`config.mk`:
```
export PLATFORM = sky130hd
export DESIGN_NAME = mem_access_ctrl
export DESIGN_NICKNAME = d
export VERILOG_FILES = /design/src/rtl/mem_ctrl_pkg.sv /design/src/rtl/mem_access_ctrl_lat_counter.sv /design/src/rtl/mem_access_ctrl.sv
export SDC_FILE = /design/constraint.sdc
export NUM_CORES = 1
export LEC_CHECK = 0
export ABC_CLOCK_PERIOD_IN_PS = 2000
export CAP_MARGIN = 20
export CORE_MARGIN = 1.5
export CORE_UTILIZATION = 31
export CTS_CLUSTER_DIAMETER = 200
export DETAILED_ROUTE_END_ITERATION = 10
export GPL_TIMING_DRIVEN = 0
export PLACE_DENSITY = 0.88
export SYNTH_ARGS = -nofsm -noshare
export SYNTH_HDL_FRONTEND = slang
export SYNTH_HIERARCHICAL = 1
export SYNTH_SLANG_ARGS = --single-unit
```
`constraint.sdc`:
```
create_clock -name clk -period 2 [get_ports clk]
set_input_delay 0.2 -clock clk [delete_from_list [all_inputs] [get_ports clk]]
set_output_delay 0.2 -clock clk [all_outputs]
set_load 0.01 [all_outputs]
```
`src/rtl/mem_ctrl_pkg.sv`:
```
// Shared definitions for the memory-access controller: state encodings,
// latency limits, counter width and a latency-to-count helper.
package mem_ctrl_pkg;

  localparam logic [1:0] ST_IDLE      = 2'd0;
  localparam logic [1:0] ST_READ_WAIT = 2'd1;
  localparam logic [1:0] ST_DONE      = 2'd2;

  localparam int RAM_LAT_MAX = 4;
  localparam int CNT_W       = 3;

  typedef logic [CNT_W-1:0] cnt_t;

  typedef enum logic [1:0] {
    IDLE      = ST_IDLE,
    READ_WAIT = ST_READ_WAIT,
    DONE      = ST_DONE
  } state_t;

  // Clamp a latency parameter into 1..RAM_LAT_MAX so a bad override can
  // never leave the controller stuck waiting on a counter that never expires.
  function automatic cnt_t lat_to_count(input int lat);
    int clamped;
    clamped = lat;
    if (clamped < 1) clamped = 1;
    if (clamped > RAM_LAT_MAX) clamped = RAM_LAT_MAX;
    return cnt_t'(clamped);
  endfunction

endpackage

```
`src/rtl/mem_access_ctrl_lat_counter.sv`:
```
// Loadable down-counter used to time the RAM read latency.
// 'last' is high while the count is 1, i.e. the next decrement reaches 0.
module mem_lat_counter
  import mem_ctrl_pkg::*;
(
  input  logic clk,
  input  logic reset,
  input  logic load,
  input  cnt_t load_value,
  input  logic dec,
  output logic zero,
  output logic last
);

  cnt_t count;

  // Count register: load has priority, decrement saturates at zero.
  always_ff @(posedge clk or posedge reset) begin
    if (reset) begin
      count <= '0;
    end else if (load) begin
      count <= load_value;
    end else if (dec && (count != '0)) begin
      count <= count - cnt_t'(1);
    end
  end

  assign zero = (count == '0);
  assign last = (count == cnt_t'(1));

endmodule

```
`src/rtl/mem_access_ctrl.sv`:
```
// Memory-access controller: issues single-cycle stores, and for loads waits
// the RAM read latency, captures the returned word and pulses the writeback
// strobe with the LDR mux select.
// Optional build macro: MEM_ALIGN_CHECK_EN enables misaligned-address
// rejection with a one-cycle fault pulse; without it fault is tied low.
module mem_access_ctrl
  import mem_ctrl_pkg::*;
#(
  parameter int RAM_LAT = 2,
  parameter int ADDR_W  = 32,
  parameter int DATA_W  = 32
) (
  input  logic              clk,
  input  logic              reset,
  input  logic              start,
  input  logic              op_ldr,
  input  logic              op_str,
  input  logic [ADDR_W-1:0] addr,
  input  logic [DATA_W-1:0] store_data,
  output logic              ram_en,
  output logic              ram_we,
  output logic [ADDR_W-3:0] ram_addr,
  output logic [DATA_W-1:0] ram_wdata,
  input  logic [DATA_W-1:0] ram_rdata,
  output logic [DATA_W-1:0] ram_result,
  output logic              sel_ldr_mux,
  output logic              wb_valid,
  output logic              busy,
  output logic              fault
);

  state_t state;
  state_t next_state;

  logic req_ldr;
  logic req_str;
  logic misaligned;
  logic cnt_load;
  logic cnt_dec;
  logic cnt_zero;
  logic cnt_last;
  logic capture;
  logic fault_next;

`ifdef MEM_ALIGN_CHECK_EN
  assign misaligned = (addr[1:0] != 2'b00);
`else
  logic unused_addr_lsb;
  assign unused_addr_lsb = ^addr[1:0];
  assign misaligned      = 1'b0;
`endif

  // Only a request with exactly one opcode is a legal access.
  assign req_ldr = start & op_ldr & ~op_str;
  assign req_str = start & op_str & ~op_ldr;

  assign ram_addr  = addr[ADDR_W-1:2];
  assign ram_wdata = store_data;
  assign busy      = (state != IDLE);

  mem_lat_counter u_lat_counter (
    .clk        (clk),
    .reset      (reset),
    .load       (cnt_load),
    .load_value (lat_to_count(RAM_LAT)),
    .dec        (cnt_dec),
    .zero       (cnt_zero),
    .last       (cnt_last)
  );

  // State register.
  always_ff @(posedge clk or posedge reset) begin
    if (reset) begin
      state <= IDLE;
    end else begin
      state <= next_state;
    end
  end

  // Next-state logic and the combinational RAM strobes.
  always_comb begin
    next_state = state;
    ram_en     = 1'b0;
    ram_we     = 1'b0;
    cnt_load   = 1'b0;
    cnt_dec    = 1'b0;
    capture    = 1'b0;
    fault_next = 1'b0;
    case (state)
      IDLE: begin
        if (!reset) begin
          if ((req_ldr || req_str) && misaligned) begin
            fault_next = 1'b1;
          end else if (req_ldr) begin
            ram_en     = 1'b1;
            cnt_load   = 1'b1;
            next_state = READ_WAIT;
          end else if (req_str) begin
            ram_en = 1'b1;
            ram_we = 1'b1;
          end
        end
      end
      READ_WAIT: begin
        cnt_dec = 1'b1;
        if (cnt_last || cnt_zero) begin
          capture    = 1'b1;
          next_state = DONE;
        end
      end
      DONE: begin
        next_state = IDLE;
      end
      default: begin
        next_state = IDLE;
      end
    endcase
  end

  // Capture register and registered writeback/fault strobes.
  always_ff @(posedge clk or posedge reset) begin
    if (reset) begin
      ram_result  <= '0;
      sel_ldr_mux <= 1'b0;
      wb_valid    <= 1'b0;
      fault       <= 1'b0;
    end else begin
      if (capture) begin
        ram_result <= ram_rdata;
      end
      sel_ldr_mux <= capture;
      wb_valid    <= capture;
      fault       <= fault_next;
    end
  end

endmodule

```
# Word-level counts from Yosys, hierarchy flattened
# Cells that the tools add are included.
# op_classes
n_mux	19
reduce_logical	8
eq_ne	5
add_sub_neg	1
n_bitwise	6
# ops
operator	n
$mux W1	13
$mux W2	3
$mux W3	2
$ne A2 B2 Y1 const B	3
$and A1 B1 Y1	4
$pmux W2 S2	1
$reduce_bool A2 Y1	2
$eq A3 B1 Y1 const B	1
$logic_not A3 Y1	1
$reduce_and A3 Y1	1
$reduce_bool A3 Y1	1
$sub A3 B1 Y3 const B	1
$eq A2 B1 Y1 const B	1
$logic_not A2 Y1	1
$not A1 Y1	2
$logic_and A1 B1 Y1	1
$logic_or A1 B1 Y1	1
# word_totals
output_inout_bits	100
in_bits	101
elab_cells	43
ff_bits	38

# Longest topological paths before layout
# Gate-level depths: netlist (run 1).
# logic_depth
ltp_word	6
ltp_mapped	9
mapped_depth_nobuf	7

# Cells and area by module
# The synthesis (run 1) kept the hierarchy.
# modules_own_cells
mod	area_per_inst_um2	cells_per_inst	instances	seq_area_each_um2
mem_access_ctrl	2013.2	150	1	875.8
mem_lat_counter	229.0	26	1	75.1

# Least setup slack after synthesis (run 1)
# No wires, ideal clock.
# synth_timing
kind	register -> register
startpoint	register u_lat_counter.count[0]
endpoint	register ram_result[10]
n_path_buf	2
period_less_slack_ps	1665
stages_incl_launch_ff	10
setup_slack_ps	335
t_required_ps	1875
t_arrival_ps	1540
cell_sequence	dfrtp_1 inv_1 ha_1 nand2b_4 inv_1 nor2_4 nor2b_4 buf_6 buf_12 mux2_4
# synth_via
elab_chain_len	4
# synth_lines
element	line_no	rtl
from (decl)	mem_access_ctrl_lat_counter.sv:15	cnt_t count;
from (signal assigned)	mem_access_ctrl_lat_counter.sv:22	count <= load_value;
from (signal assigned)	mem_access_ctrl_lat_counter.sv:24	count <= count - cnt_t'(1);
$logic_not A3 Y1	mem_access_ctrl_lat_counter.sv:28	assign zero = (count == '0);
via cnt_zero	mem_access_ctrl.sv:40	logic cnt_zero;
$logic_or A1 B1 Y1	mem_access_ctrl.sv:106	if (cnt_last || cnt_zero) begin
$mux W1	mem_access_ctrl.sv:106	
$mux W1	mem_access_ctrl.sv:89	case (state)
to (signal assigned)	mem_access_ctrl.sv:129	ram_result <= ram_rdata;
to (decl)	mem_access_ctrl.sv:25	output logic [DATA_W-1:0] ram_result,
# The timed path passes the listed nets, and every way through them passes these cells.
# A chain may end at the register's enable or synchronous reset.

# Worst setup path after layout (run 1)
# layout_timing
startpoint	register state[1]
endpoint	output port ram_en
# layout_via
elab_chain_len	2
# layout_lines
element	line_no	rtl
from (decl)	mem_access_ctrl.sv:32	state_t state;
from (signal assigned)	mem_access_ctrl.sv:76	state <= next_state;
$logic_not A2 Y1	mem_access_ctrl.sv:89	
$mux W1	mem_access_ctrl.sv:89	
to (decl)	mem_access_ctrl.sv:20	output logic ram_en,
# No other way between the ends.

==> results of run 1 <==
what timing repair did:
| action | 4_1_cts | 5_1_grt |
|---|---|---|
| gates resized for setup | 2 | 0 |
| endpoints found under the setup margin | 2 | 0 |
| hold buffers | 0 | 0 |
| endpoints found under the hold margin | 0 | 0 |
through the flow:
| stage | power (mW) | TNS [ns] | instance area (µm²) |
|---|---|---|---|
| after floorplan | 2.61 | 0 | 2250 |
| after global placement | 3.59 | -0.0717 | 3720 |
| after detailed placement | 3.67 | -0.122 | 3750 |
| after CTS | 4.48 | 0 | 3880 |
| after global routing | 4.68 | 0 | 3880 |
| final | 4.41 | 0 | 3880 |
worst register-to-register path: stages (launching register included):
cell and delay [ns]:
dfrtp_1 0.40, inv_1 0.11, ha_1 0.22, nand2b_4 0.08, inv_1 0.09, nor2_4 0.05
nor2b_4 0.10, buf_6 0.15, buf_12 0.16, mux2_4 0.31
layout make-up:
class                   instances  area [µm²]
fillers                       575        3020
repair buffers                136        1380
flip-flops and latches         38         951
multi-input cells              67         728
plain buffers                  68         552
well taps                      96         120
clock buffers                   5        68.8
clock inverters                 3        68.8
inverters                       5        18.8
layout by cell type, fill, tap and decap left out, drive strengths merged:
cell	instances
clkdlybuf4s50	133
buf	69
dfrtp	38
mux2	32
inv	5
clkbuf	5
nor2	5
conb	4
nand2	4
ha	3
nor2b	3
nand2b	3
a21oi	2
bufinv	2
dlygate4sd2	2
nand3	2
o21ai	2
or4b	1
a21o	1
or2	1
clkinv	1
a31o	1
a211o	1
and2b	1
mux2i	1
worst paths after layout:
kind                                           to                    from  slack [ns]  cells past startpoint
max                                        ram_en                state[1]        0.09                      3
min                        u_lat_counter/count[1]                   reset        0.15                      2
max reg2reg                        ram_result[17]  u_lat_counter/count[0]        0.20                      9
min reg2reg                        ram_result[24]          ram_result[24]        0.51                      1
max in group asynchronous          ram_result[24]                   reset        1.17                      3
min in group clk                   ram_result[24]          ram_result[24]        0.51                      1
flip-flops by register name (all words and copies together), names as in the netlist:
signal,cells
u_lat_counter/count,3
state,2
wb_valid,1
ram_result,32
layer usage:
metal  wire [µm]  global-route usage  up-vias  share of wire
met1        1990               0.142      788           0.37
met4          49              0.0341        0         0.0091
met2        2860               0.249      112           0.53
met3         468              0.0330        4          0.087
met5           0                   0        -              0
li1            -                   -      792              -
where the power goes:
| part | total (mW) | switching, mW | internal, mW |
|---|---|---|---|
| combinational | 2.28 | 0.749 | 1.53 |
| sequential | 1.36 | 0.216 | 1.14 |
| clock | 0.773 | 0.273 | 0.500 |
cell families (layout without fill, tap and decap cells):
logic type / Yosys count / in the layout / share of synthesized area
AO/OA/AOI/OAI: 7 / 7 / 0.0218
buffers and inverters: 73 / 217 / 0.254
other: 2 / 4 / 0.00335
AND/OR/NAND/NOR: 20 / 20 / 0.0658
adder cells (fa/ha/maj): 3 / 3 / 0.0167
flip-flops: 38 / 38 / 0.424
multiplexers: 33 / 33 / 0.214
==> flow_metrics.env, run 1 <==
export IMPL_instances_no_fill=418
export IMPL_holdWs_ns=0.154
export IMPL_antenna_found_initial=0
export IMPL_crit_path_start_kind="register"
export IMPL_grt_pass1_vias=1738
export IMPL_drv_cap=0
export IMPL_portBuffers=135
export IMPL_cp_num_buf_inv=1
export IMPL_synth_seq_cells=38
export IMPL_async_flop_share=1.00
export IMPL_pre_cts_ws_ns=-0.0768
export IMPL_vias_per_cell=4.06
export IMPL_cts_clk_slew_worst_paths_ns=0.07
export IMPL_cellLeakagePower_nw=1.78
export IMPL_yosysSeqAreaShare=0.424
export IMPL_cts_setup_buffers=0
export IMPL_dp_hpwl_mm=4.40
export IMPL_worstPathArrival_ns=1.71
export IMPL_antennaDiodeCount=0
export IMPL_clock_path_buffers=2
export IMPL_synthCells=176
export IMPL_cp_cell_sequence="or4b_4, a21oi_1, dlygate4sd2_1"
export IMPL_grt_pass1_wl_mm=7.85
export IMPL_rsz0062_at_grt="no"
export IMPL_first_pass_iters=3
export IMPL_placed_cells=410
export IMPL_via_count=1696
export IMPL_synthTopCellsByArea="dfrtp_1 42%, buf_4 21%, mux2_4 19%, buf_12 2.7%, ha_1 1.7%"
export IMPL_ys_flop_type="dfrtp_1"
export IMPL_ant_nets=0
export IMPL_dieArea_mm2=0.00775
export IMPL_row_count=30
export IMPL_yosysTopAreaCellShare=0.424
export IMPL_drive_gt1_frac=0.370
export IMPL_tightest_slew_ns=0.542
export IMPL_finClkSkew_ns=0.00602
export IMPL_finish_utilization=0.562
export IMPL_synth_edf_count=0
export IMPL_setup_viol=0
export IMPL_yosysMostFrequentCell="buf_4"
export IMPL_die_w_um=88.0
export IMPL_h_tree_depth=2
export IMPL_clkLatencyLatePin_ns=0.28
export IMPL_start_util=0.325
export IMPL_die_height_um=88.0
export IMPL_wl_mm=5.36
export IMPL_areaGrowthSynthToFinish_pct=73.2
export IMPL_finalCriticalPeriod_ns=1.91
export IMPL_cp_max_fo=3
export IMPL_drc=0
export IMPL_cts_sinks=38
export IMPL_crit_slowest_cell="or4b_4"
export IMPL_synth_cell_types=27
export IMPL_critical_path_class="register to output port"
export IMPL_cts_tree="built"
export IMPL_ys_top_cells_by_count="64 x buf_4, 38 x dfrtp_1, 29 x mux2_4, 5 x inv_1, 4 x nand2_1"
export IMPL_numCtsBuffers=5
export IMPL_hold_viol=0
export IMPL_peakVddDrop_v=0.000397
export IMPL_maxSlewViolCount=0
export IMPL_fin_crit_sh=0.955
export IMPL_grt_max_degree=26
export IMPL_crit_path_end_kind="output port"
export IMPL_io_pins=201
export IMPL_hold_path_class="input port to asynchronous set/reset pin"
export IMPL_coreArea_mm2=0.00691
export IMPL_synthesis_area_mm2=0.00224
export IMPL_grt_use_total=0.130
export IMPL_wl_per_cell_um=12.8
export IMPL_yosys_area_top_type="dfrtp_1"
export IMPL_crit_required_ns=1.80
export IMPL_slew_headroom=0.638
export IMPL_first_iter_violations=7
export IMPL_critPathMaxStageDelay_ns=0.58
export IMPL_powerDensity_mw_per_mm2=1130
export IMPL_synth_warning_count=6
export IMPL_grt_overflow_total=0
export IMPL_syn_area_per_cell_um2=12.7
export IMPL_fmax_mhz=523
export IMPL_status="completed"
export IMPL_crit_family="simple AND/OR/NAND/NOR gates"
export IMPL_final_nets=425
export IMPL_gp_congestion=0.695
export IMPL_setup_slack_ns=0.0894
export IMPL_cts_root_buf="clkbuf_8"
No activity file was read; power rests on OpenSTA's default activity.
==> run 2: changes to the inputs <==
ABC_CLOCK_PERIOD_IN_PS = 1810   (was 2000)
CORE_ASPECT_RATIO = 0.6   (was not set)
clock period = 1.81 ns   (was 2 ns; I/O delays follow)
==> run 2 against run 1 <==
Effect of this change: critical endpoint is now ram_result[2]; critical path type is now register to register; wire length rose by 3.9%; global-route usage grew 0.56 points; sequential share of layout area is 0.40 points lower.
==> flow_metrics.env, run 2 (same netlist as run 1, synthesis figures left out) <==
export IMPL_clkLatencyLatePin_ns=0.27
export IMPL_clock_path_buffers=2
export IMPL_crit_family="buffers and inverters"
export IMPL_setup_viol=0
export IMPL_crit_slowest_cell="dfrtp_1"
export IMPL_drc=0
export IMPL_ant_nets=0
export IMPL_die_height_um=68.9
export IMPL_crit_path_start_kind="register"
export IMPL_placed_cells=401
export IMPL_powerDensity_mw_per_mm2=1320
export IMPL_multi_input_area_um2=741
export IMPL_worstPathArrival_ns=1.88
export IMPL_maxSlewViolCount=0
export IMPL_critPathLaunch="u_lat_counter/count[0]"
export IMPL_wl_mm=5.57
export IMPL_numCtsBuffers=5
export IMPL_cp_max_fo=10
export IMPL_die_w_um=113
export IMPL_h_tree_depth=2
export IMPL_via_count=1636
export IMPL_peakVddDrop_v=0.000640
export IMPL_grt_pass1_wl_mm=8.14
export IMPL_hold_path_class="input port to asynchronous set/reset pin"
export IMPL_fin_crit_sh=0.953
export IMPL_largest_reg_flops=32
export IMPL_instances_no_fill=410
export IMPL_cp_num_cells=9
export IMPL_grt_pass1_vias=1628
export IMPL_finalCriticalPeriod_ns=1.73
export IMPL_seqCellArea_um2=951
export IMPL_fmax_mhz=580
export IMPL_critPathMaxStageDelay_ns=0.40
export IMPL_cts_tree="built"
export IMPL_fillerInstances=578
export IMPL_first_pass_iters=3
export IMPL_start_util=0.329
export IMPL_row_count=23
export IMPL_crit_path_end_kind="register"
export IMPL_drive_gt1_frac=0.387
export IMPL_r2r_end="ram_result[2]"
export IMPL_rsz0062_at_grt="no"
export IMPL_dieArea_mm2=0.00777
export IMPL_crit_required_ns=1.97
export IMPL_finClkSkew_ns=0.00468
export IMPL_largest_registers="ram_result: 32 flops, u_lat_counter/count: 3 flops, state: 2 flops"
export IMPL_critical_path_class="register to register"
export IMPL_r2r_start="u_lat_counter/count[0]"
export IMPL_dp_hpwl_mm=4.52
export IMPL_cts_sinks=38
export IMPL_grt_overflow_total=0
export IMPL_vias_per_cell=3.99
export IMPL_coreArea_mm2=0.00682
export IMPL_wl_per_cell_um=13.6
export IMPL_hold_viol=0
export IMPL_cellLeakagePower_nw=1.82
export IMPL_slew_headroom=0.429
export IMPL_first_iter_violations=40
export IMPL_gp_congestion=0.710
export IMPL_regMostFlops="ram_result"
export IMPL_antennaDiodeCount=0
export IMPL_io_pins=201
export IMPL_antenna_found_initial=0
export IMPL_r2r_slack_ns=0.08
export IMPL_areaGrowthSynthToFinish_pct=76.1
export IMPL_status="completed"
export IMPL_portBuffers=135
export IMPL_final_nets=426
export IMPL_grt_use_total=0.136
export IMPL_cp_endpoint="ram_result[2]"
export IMPL_worstRegToRegCells=9
export IMPL_cp_num_buf_inv=4
export IMPL_mostFrequentLayoutCells="132 x clkdlybuf4s50_1, 65 x buf_4, 38 x dfrtp_1, 29 x mux2_4, 5 x clkbuf_16"
export IMPL_cts_root_buf="clkbuf_16"
export IMPL_holdWs_ns=0.154
export IMPL_cts_clk_slew_worst_paths_ns=0.06
export IMPL_cp_cell_sequence="inv_2, ha_4, nand2b_4, inv_1, nor2_4, nor2b_4, buf_6, buf_12, mux2_4"
export IMPL_drv_cap=0
export IMPL_final_common_cell="clkdlybuf4s50_1"
export IMPL_tightest_slew_ns=0.856
export IMPL_grt_max_degree=20
[run 2: cell types whose count changed in the layout (fill, tap and decap cells not counted), sizes merged]
cell,change
buf,+2
clkbuf,+2
clkdlybuf4s50,-1
clkinv,-1
dlygate4sd2,-2
dlymetal6s2s,+1
[run 2: area by class of cell]
class,count,area share
Multi-Input combinational cell,67,0.188
Clock buffer,6,0.0352
Buffer,68,0.140
Sequential cell,38,0.241
Timing Repair Buffer,137,0.349
Inverter,5,0.00475
Clock inverter,2,0.0152
Tap cell,87,0.0276
[run 2: worst min-delay path by stage]
stage / to / cells past startpoint
after floorplan: u_lat_counter/count[0] / 1
after global placement: u_lat_counter/count[0] / 2
after detailed placement: u_lat_counter/count[1] / 2
after CTS: u_lat_counter/count[1] / 2
after global routing: u_lat_counter/count[1] / 2
final: u_lat_counter/count[1] / 2
[run 2: timing repair]
item,in CTS,in global routing
hold buffers,0,0
setup buffers,1,0
gates cloned,0,0
gates resized for setup,6,6
setup endpoints to repair,28,31
[run 2: per-layer routing]
metal,global-route usage,wire [µm],vias to the layer above,part of all wire
met5,0,0,-,0
met4,0.0380,34,0,0.0061
met3,0.0323,280,2,0.050
met2,0.239,3040,57,0.54
met1,0.171,2220,784,0.40
li1,-,-,793,-
[run 2: through the flow]
stage          area, µm²   util  setup TNS (ns)  total power, mW  setup WS, ns
5_1_grt             3950  0.579               0             5.54        0.0160
6_report            3950  0.579               0             5.23        0.0849
3_5_place_dp        3740  0.548          -0.435             4.06        -0.246
2_1_floorplan       2250      -               0             2.89         0.145
4_1_cts             3940  0.578               0             5.26       0.00230
3_3_place_gp        3710  0.544           -2.43             3.99        -0.221
[run 2: where the power goes]
part / switching, mW / total [mW] / internal, mW
sequential: 0.230 / 1.49 / 1.26
combinational: 0.867 / 2.58 / 1.71
clock: 0.330 / 1.16 / 0.827
[run 2: worst reg2reg max path: cells and delay by family (launching register included)]
family	cells	cell delay, ns
multiplexers	1	0.31
buffers and inverters	4	0.52
AND/OR/NAND/NOR	3	0.23
flip-flops	1	0.40
adder cells (fa/ha/maj)	1	0.16
==> run 3: changes to the inputs <==
HOLD_SLACK_MARGIN = 0.1   (was not set)
==> results of run 3 <==
Same layout as run 2: the final DEF is identical, and so are final timing and power.
